$ cat src/rtl/uart_rx.sv
// 8N1 UART receiver: 2-flop synchronizer, mid-bit start validation, centre sampling
// of data/stop bits from an internal bit-period counter, valid/ack byte delivery.
module uart_rx #(
  parameter int unsigned CLKS_PER_BIT = 2618,
  parameter int unsigned HALF_BIT     = CLKS_PER_BIT / 2
) (
  input  logic       clock,
  input  logic       reset,
  input  logic       rx,
  input  logic       rx_ack,
  output logic [7:0] rx_data,
  output logic       rx_valid,
  output logic       framing_error,
  output logic       overrun,
  output logic       busy
);

  localparam int unsigned CNT_W = (CLKS_PER_BIT > 1) ? $clog2(CLKS_PER_BIT) : 1;
  localparam logic [CNT_W-1:0] CNT_LAST  = CNT_W'(CLKS_PER_BIT - 1);
  localparam logic [CNT_W-1:0] HALF_LAST = CNT_W'(HALF_BIT - 1);

  typedef enum logic [2:0] {
    IDLE      = 3'd0,
    START     = 3'd1,
    DATA      = 3'd2,
    STOP      = 3'd3,
    WAIT_HIGH = 3'd4
  } state_t;

  state_t           state_q, state_d;
  logic             s1_q, s2_q;
  logic [CNT_W-1:0] cnt_q, cnt_d;
  logic [2:0]       bit_idx_q, bit_idx_d;
  logic [7:0]       shift_q, shift_d;
  logic [7:0]       rx_data_q, rx_data_d;
  logic             rx_valid_q, rx_valid_d;
  logic             framing_error_q, framing_error_d;
  logic             overrun_q, overrun_d;
  logic             busy_q, busy_d;
  logic             deliver;

  // State and output registers; synchronizer flops reset to the idle line level.
  always_ff @(posedge clock) begin
    if (reset) begin
      s1_q            <= 1'b1;
      s2_q            <= 1'b1;
      state_q         <= IDLE;
      cnt_q           <= '0;
      bit_idx_q       <= '0;
      shift_q         <= '0;
      rx_data_q       <= '0;
      rx_valid_q      <= 1'b0;
      framing_error_q <= 1'b0;
      overrun_q       <= 1'b0;
      busy_q          <= 1'b0;
    end else begin
      s1_q            <= rx;
      s2_q            <= s1_q;
      state_q         <= state_d;
      cnt_q           <= cnt_d;
      bit_idx_q       <= bit_idx_d;
      shift_q         <= shift_d;
      rx_data_q       <= rx_data_d;
      rx_valid_q      <= rx_valid_d;
      framing_error_q <= framing_error_d;
      overrun_q       <= overrun_d;
      busy_q          <= busy_d;
    end
  end

  // Next-state, datapath and handshake logic.
  always_comb begin
    state_d         = state_q;
    cnt_d           = cnt_q;
    bit_idx_d       = bit_idx_q;
    shift_d         = shift_q;
    rx_data_d       = rx_data_q;
    framing_error_d = 1'b0;
    deliver         = 1'b0;

    case (state_q)
      IDLE: begin
        if (!s2_q) begin
          state_d = START;
          cnt_d   = '0;
        end
      end
      START: begin
        if (cnt_q == HALF_LAST) begin
          cnt_d     = '0;
          bit_idx_d = '0;
          state_d   = s2_q ? IDLE : DATA;
        end else begin
          cnt_d = cnt_q + CNT_W'(1);
        end
      end
      DATA: begin
        if (cnt_q == CNT_LAST) begin
          cnt_d     = '0;
          shift_d   = {s2_q, shift_q[7:1]};
          bit_idx_d = bit_idx_q + 3'd1;
          if (bit_idx_q == 3'd7) state_d = STOP;
        end else begin
          cnt_d = cnt_q + CNT_W'(1);
        end
      end
      STOP: begin
        if (cnt_q == CNT_LAST) begin
          cnt_d = '0;
          if (s2_q) begin
            deliver   = 1'b1;
            rx_data_d = shift_q;
            state_d   = IDLE;
          end else begin
            framing_error_d = 1'b1;
            state_d         = WAIT_HIGH;
          end
        end else begin
          cnt_d = cnt_q + CNT_W'(1);
        end
      end
      WAIT_HIGH: begin
        if (s2_q) state_d = IDLE;
      end
      default: state_d = IDLE;
    endcase

    // Delivery beats a same-cycle ack; overrun only when the old byte was never taken.
    rx_valid_d = rx_valid_q;
    if (rx_ack && rx_valid_q) rx_valid_d = 1'b0;
    if (deliver) rx_valid_d = 1'b1;
    overrun_d = deliver && rx_valid_q && !rx_ack;
    busy_d    = (state_d != IDLE);
  end

  assign rx_data       = rx_data_q;
  assign rx_valid      = rx_valid_q;
  assign framing_error = framing_error_q;
  assign overrun       = overrun_q;
  assign busy          = busy_q;

endmodule

$ cat config.mk
export PLATFORM = sky130hd
export DESIGN_NAME = uart_rx
export DESIGN_NICKNAME = d
export VERILOG_FILES = /design/src/rtl/uart_rx.sv
export SDC_FILE = /design/constraint.sdc
export NUM_CORES = 1
export LEC_CHECK = 0
export BUFFER_PORTS_ARGS = -buffer_cell sky130_fd_sc_hd__buf_2
export CAP_MARGIN = 20
export CORE_MARGIN = 8
export CORE_UTILIZATION = 30
export CTS_CLUSTER_SIZE = 12
export DETAILED_ROUTE_END_ITERATION = 8
export PLACE_DENSITY = 0.5
export RECOVER_POWER = 50
export REMOVE_ABC_BUFFERS = 1
export SYNTH_ARGS = -nofsm -noshare
export SYNTH_HDL_FRONTEND = slang
export SYNTH_SLANG_ARGS = --single-unit
$ cat constraint.sdc
create_clock -name clock -period 3.5 [get_ports clock]
set_input_delay 0.35 -clock clock [delete_from_list [all_inputs] [get_ports clock]]
set_output_delay 0.35 -clock clock [all_outputs]
set_load 0.005 [all_outputs]
---- Word-level counts from Yosys, hierarchy flattened ----
Index checks and enable logic that the tools add are counted.
word-level totals
  register bits ........................... 40
  output and inout port bits .............. 12
  logic and storage cells ................. 62
  input port bits ......................... 4
operators by class
  reduce and logical (&&, ||, !) cells .... 15
  add/sub/neg operators ................... 2
  eq/ne operators ......................... 10
  muxes and demuxes ....................... 22
  bitwise logic cells ..................... 2
operator list
  kind                     number
  $mux W12                 3
  $pmux W12 S3             1
  $mux W3                  9
  $pmux W3 S5              1
  $add A12 B1 Y12 const B  1
  $eq A12 B11 Y1 const B   1
  $eq A12 B12 Y1 const B   1
  $eq A3 B2 Y1 const B     2
  $eq A3 B3 Y1 const B     2
  $mux W1                  6
  $ne A2 B2 Y1 const B     3
  $pmux W3 S2              1
  $reduce_and A3 Y1        2
  $reduce_bool A3 Y1       2
  $reduce_and A2 Y1        2
  $reduce_bool A2 Y1       2
  $add A3 B1 Y3 const B    1
  $eq A3 B1 Y1 const B     1
  $logic_and A1 B1 Y1      3
  $logic_not A3 Y1         1
  $reduce_or A3 Y1         1
  $mux W2                  1
  $not A1 Y1               2
  $reduce_or A2 Y1         1
  $logic_not A1 Y1         1

---- Depth between registers and ports, before layout ----
  depth after elaboration ................. 5
  mapped depth ............................ 9
  mapped depth without buffers ............ 7

---- Worst setup path before layout ----
No wires, ideal clock.
  kind .................................... reg-to-reg
  start ................................... register cnt_q[1]
  end ..................................... register rx_data_q[0], in the netlist rx_data[0]
  setup slack ............................. 1660 ps
  library setup time ...................... 128 ps
  clock period less this slack ............ 1840 ps
  buffers on the path ..................... 2
  data required time ...................... 3372 ps
  stages on the path, launching flop included .. 10
  data arrival time ....................... 1713 ps
  cells stage by stage .................... dfxtp_1 inv_1 ha_1 and4bb_2 and3_1 buf_2 nand4_1 buf_2 mux2i_1 nor2_1
on the way
  longest elaborated chain between the ends .. 2
ends and longest elaborated chain
  element                             RTL line  RTL
  start: declaration                  32        logic [CNT_W-1:0] cnt_q, cnt_d;
  start signal: assignment            60        cnt_q <= cnt_d;
  $eq A12 B12 Y1                      108       if (cnt_q == CNT_LAST) begin
  $reduce_and A3 Y1 (no source line)  -
  end signal: assignment              63        rx_data_q <= rx_data_d;
  end: declaration                    35        logic [7:0] rx_data_q, rx_data_d;
Every way passes these cells.
A chain may end at the register's enable or synchronous reset.

---- Worst setup path in the final report ----
  start ................................... register cnt_q[0]
  end ..................................... register rx_data_q[5], in the netlist rx_data[5]
Same word-level chain as after synthesis.

==> summary.md <==
| Metric | Value |
|---|---|
| Status | complete, no violations |
| Clock Skew | 0.0136 ns |
| N_diodes | 0 |
| Internal | 0.683 mW |
| Minimum clock period | 2.41 ns |
| Ys flop type | dfxtp_1 |
| Reg area | 801 µm² |
| Post-CTS sizing | 0 |
| Clock Tree Buf Depth | 2 |
| Leak | 0.803 nW |
| Setup violators final | 0 |
| HP Class | primary input to flop |
| CP Cell Sequence | ha_1 > and4bb_1 > and3_1 > nand4_1 > mux2i_1 > nor2_1 |
| CTS tree | built |
| Setup Fix Bufs, Post-CTS | 0 |
| Chip width | 93.6 µm |
| IO Count | 16 |
| Crit path capture type | flop |
| Slew Viols, Final | 0 |
| Switch share | 22.4% |
| Hold Violations, Final | 0 |
| Synth Instances | 202 |
| DRC | 0 |
| DRT iter0 DRCs | 48 |
| Hold_buf cts | 0 |
| MaxCap Viol Count | 0 |
| Slew @ Worst Pin | 1.41 ns |
| Pin count of the biggest net entering global routing | 33 |
| First-pass DRT Iterations | 4 |
| Initial antenna violation count | 0 |
| Fin worst setup slack | 1.09 ns |
| Final global-route overflow total | 0 |
| HPWL after DPL | 2.62 mm |
| Crit path required time | 3.64 ns |
| Placer Congestion | 0.766 |
| Tot Pwr | 0.880 mW |
| Sink Count | 40 |
| Core area | 5890 µm² |
| Clock-pin slew on the worst setup and hold paths | 0.09 ns |
| Slowest-stage cell, CP | nand4_1 |
| Worst setup SP type | flop |
| Post-synth EDFFs | 0 |
| Syn avg cell area | 8.94 µm² |
| GRT Overall Usage | 8.98% |
| Finished Layout Cells | 291 |
| P_sw | 0.197 mW |
| Peak Freq | 0.414 GHz |
| Routed WL per cell | 13.0 µm |
| Initial Util | 30.7% |
| Cts bufs inserted | 5 |
| Die Y | 93.6 µm |
| Yosys reg bits | 40 |
| Final nets | 224 |
| CTS H-tree depth | 2 |
| Post-route ant nets | 0 |
| Max FO, Critical Path | 12 |
| DP Worst Slack | 1.13 ns |
| First-pass GRT wire length | 6.37 mm |
| Type of the worst setup path | flop to flop |
| Power density cells | 435 nW/µm² |
| RSZ-0062 raised after global routing | false |
| Area growth from synthesis to layout | 12.1% |
| Period utilization | 69.0% |
| TNS Setup | 0 ns |
| Clk Latency, worst-skew pair | 0.29 ns |
| CTS root buf | clkbuf_8 |
| Multi-input gate area | 927 µm² |
| Synth unique cells | 45 |
| Via count | 1429 |
| Combinational power share | 3.4% |
| Post-placement cell count | 283 |
| Number of global-route vias before repair | 1370 |
| Row count | 28 |
| Share of cells above drive strength 1 | 10.2% |
| Arr. time, crit path | 2.55 ns |
| Number of fillers in the final layout | 625 |
| Die area | 8760 µm² |
| Yosys warns | 0 |
| Via/cell ratio | 4.91 |
| Clock share of power | 44.1% |
| Max stage delay on crit path | 0.58 ns |
| Seq pwr share | 52.6% |
| Worst IR Drop VDD | 202 µV |
| Max_slew headroom | 6.03% |
| Post-Syn Area | 1810 µm² |
| WL final | 3.79 mm |
| Post-synthesis sequential area ratio | 44.4% |
| FFs w/ async S/R, synth | 0% |
| Buffers on Ports | 15 |
-- path summary, 6_finish.rpt --
check / startpoint / end / slack, ns / depth (start not counted)
max: cnt_q[0]$_SDFFE_PP0P_ / rx_data[5]$_SDFFE_PP0P_ / 1.09 / 6
min: rx / s1_q$_SDFF_PP1_ / 0.25 / 2
max reg2reg: cnt_q[0]$_SDFFE_PP0P_ / rx_data[5]$_SDFFE_PP0P_ / 1.09 / 6
min reg2reg: s1_q$_SDFF_PP1_ / s2_q$_SDFF_PP1_ / 0.41 / 1
-- worst max-delay path, delay by kind of cell (launching register included) --
kind | cells | cell delay (ns)
DFF | 1 | 0.44
and+or+nand+nor | 4 | 1.31
adders and majority gates | 1 | 0.17
muxes | 1 | 0.35
-- metrics by stage --
step	area [µm²]	util, %	hold WS, ns
4_1_cts	2050	34.8	0.232
5_1_grt	2020	34.4	0.253
2_1_floorplan	1760	-	0.389
6_report	2020	34.4	0.245
3_5_place_dp	1930	32.8	0.396
3_3_place_gp	1930	32.8	0.392
-- kinds of logic (layout without fill, tap and decap cells) --
group	Yosys count	in the layout	synth area share [%]
and+or+nand+nor	89	89	26.6
buffers and inverters	14	28	3.53
DFF	40	40	44.4
adders and majority gates	5	5	3.47
AOI/OAI and AO/OA	42	42	15.4
xor gates and xnor gates	1	1	0.485
muxes	11	11	6.17
-- area by class of cell --
| type | instances | area share (%) |
|---|---|---|
| Clock buffer | 5 | 3.40 |
| Tap cell | 75 | 4.64 |
| Clock inverter | 3 | 2.35 |
| Multi-Input combinational cell | 148 | 45.8 |
| Inverter | 4 | 0.742 |
| Sequential cell | 40 | 39.6 |
| Timing Repair Buffer | 16 | 3.46 |
-- synth_stat cells, types with 2 or more instances --
cell type,count,share of area (%)
or2_2,2,0.69
a31oi_1,4,1.4
a21oi_1,21,5.8
nor3b_1,2,0.83
nand2b_1,3,1.0
a21o_1,2,0.83
and4bb_2,2,1.4
nand3b_1,2,0.83
mux2i_1,10,5.5
a22o_1,3,1.5
and4_1,2,0.97
nand4_1,6,2.1
nor2_1,19,4.0
dfxtp_1,40,44
buf_2,6,1.7
nand2_1,21,4.4
nand3_1,13,3.6
inv_1,4,0.83
o21ai_0,2,0.55
clkbuf_1,3,0.62
and3_1,4,1.4
and2_1,2,0.69
ha_1,5,3.5
nor3_1,3,0.83
-- placed cells by master (no fill, tap or decap), types with 2 or more instances in the layout --
| master | Yosys | layout |
|---|---|---|
| buf_2 | 6 | 8 |
| o31ai_1 | 1 | 2 |
| clkbuf_8 | 0 | 5 |
| a21o_1 | 2 | 2 |
| inv_1 | 4 | 4 |
| or2_2 | 2 | 2 |
| nor3_1 | 3 | 3 |
| nand3_1 | 13 | 13 |
| nor3b_1 | 2 | 2 |
| clkbuf_1 | 3 | 8 |
| mux2i_1 | 10 | 10 |
| and2_1 | 2 | 2 |
| nand4_1 | 6 | 6 |
| a22o_1 | 3 | 3 |
| o21ai_0 | 2 | 2 |
| a21oi_1 | 21 | 21 |
| nand2_1 | 21 | 21 |
| and3_1 | 4 | 4 |
| nor2_1 | 19 | 19 |
| and4_1 | 2 | 2 |
| a31oi_1 | 4 | 4 |
| ha_1 | 5 | 5 |
| nand3b_1 | 2 | 2 |
| clkinv_4 | 0 | 2 |
| nand2b_1 | 3 | 3 |
| dfxtp_1 | 40 | 40 |
-- registers in the layout (all words and copies together), names as in the netlist, 3 cells and up --
signal	count
cnt_q	12
rx_data	8
shift_q	8
bit_idx_q	3
state_q	3
-- power groups by stage --
| stage | combinational (mW) | sequential, mW | clock (mW) |
|---|---|---|---|
| 3_3_place_gp | 0.0311 | 0.473 | 0 |
| 3_5_place_dp | 0.0310 | 0.473 | 0 |
| 6_report | 0.0297 | 0.462 | 0.388 |
| 4_1_cts | 0.0312 | 0.462 | 0.400 |
| 5_1_grt | 0.0345 | 0.463 | 0.423 |
| 2_1_floorplan | 0.0184 | 0.472 | 0 |
-- per-layer routing --
layer,track usage [%],wire length (µm),up-vias
li1,-,-,757
met1,11.4,1990,650
met2,13.7,1550,17
met3,2.80,201,5
met4,3.57,49,0
met5,0,0,-
Power figures use the tool's default switching activity.
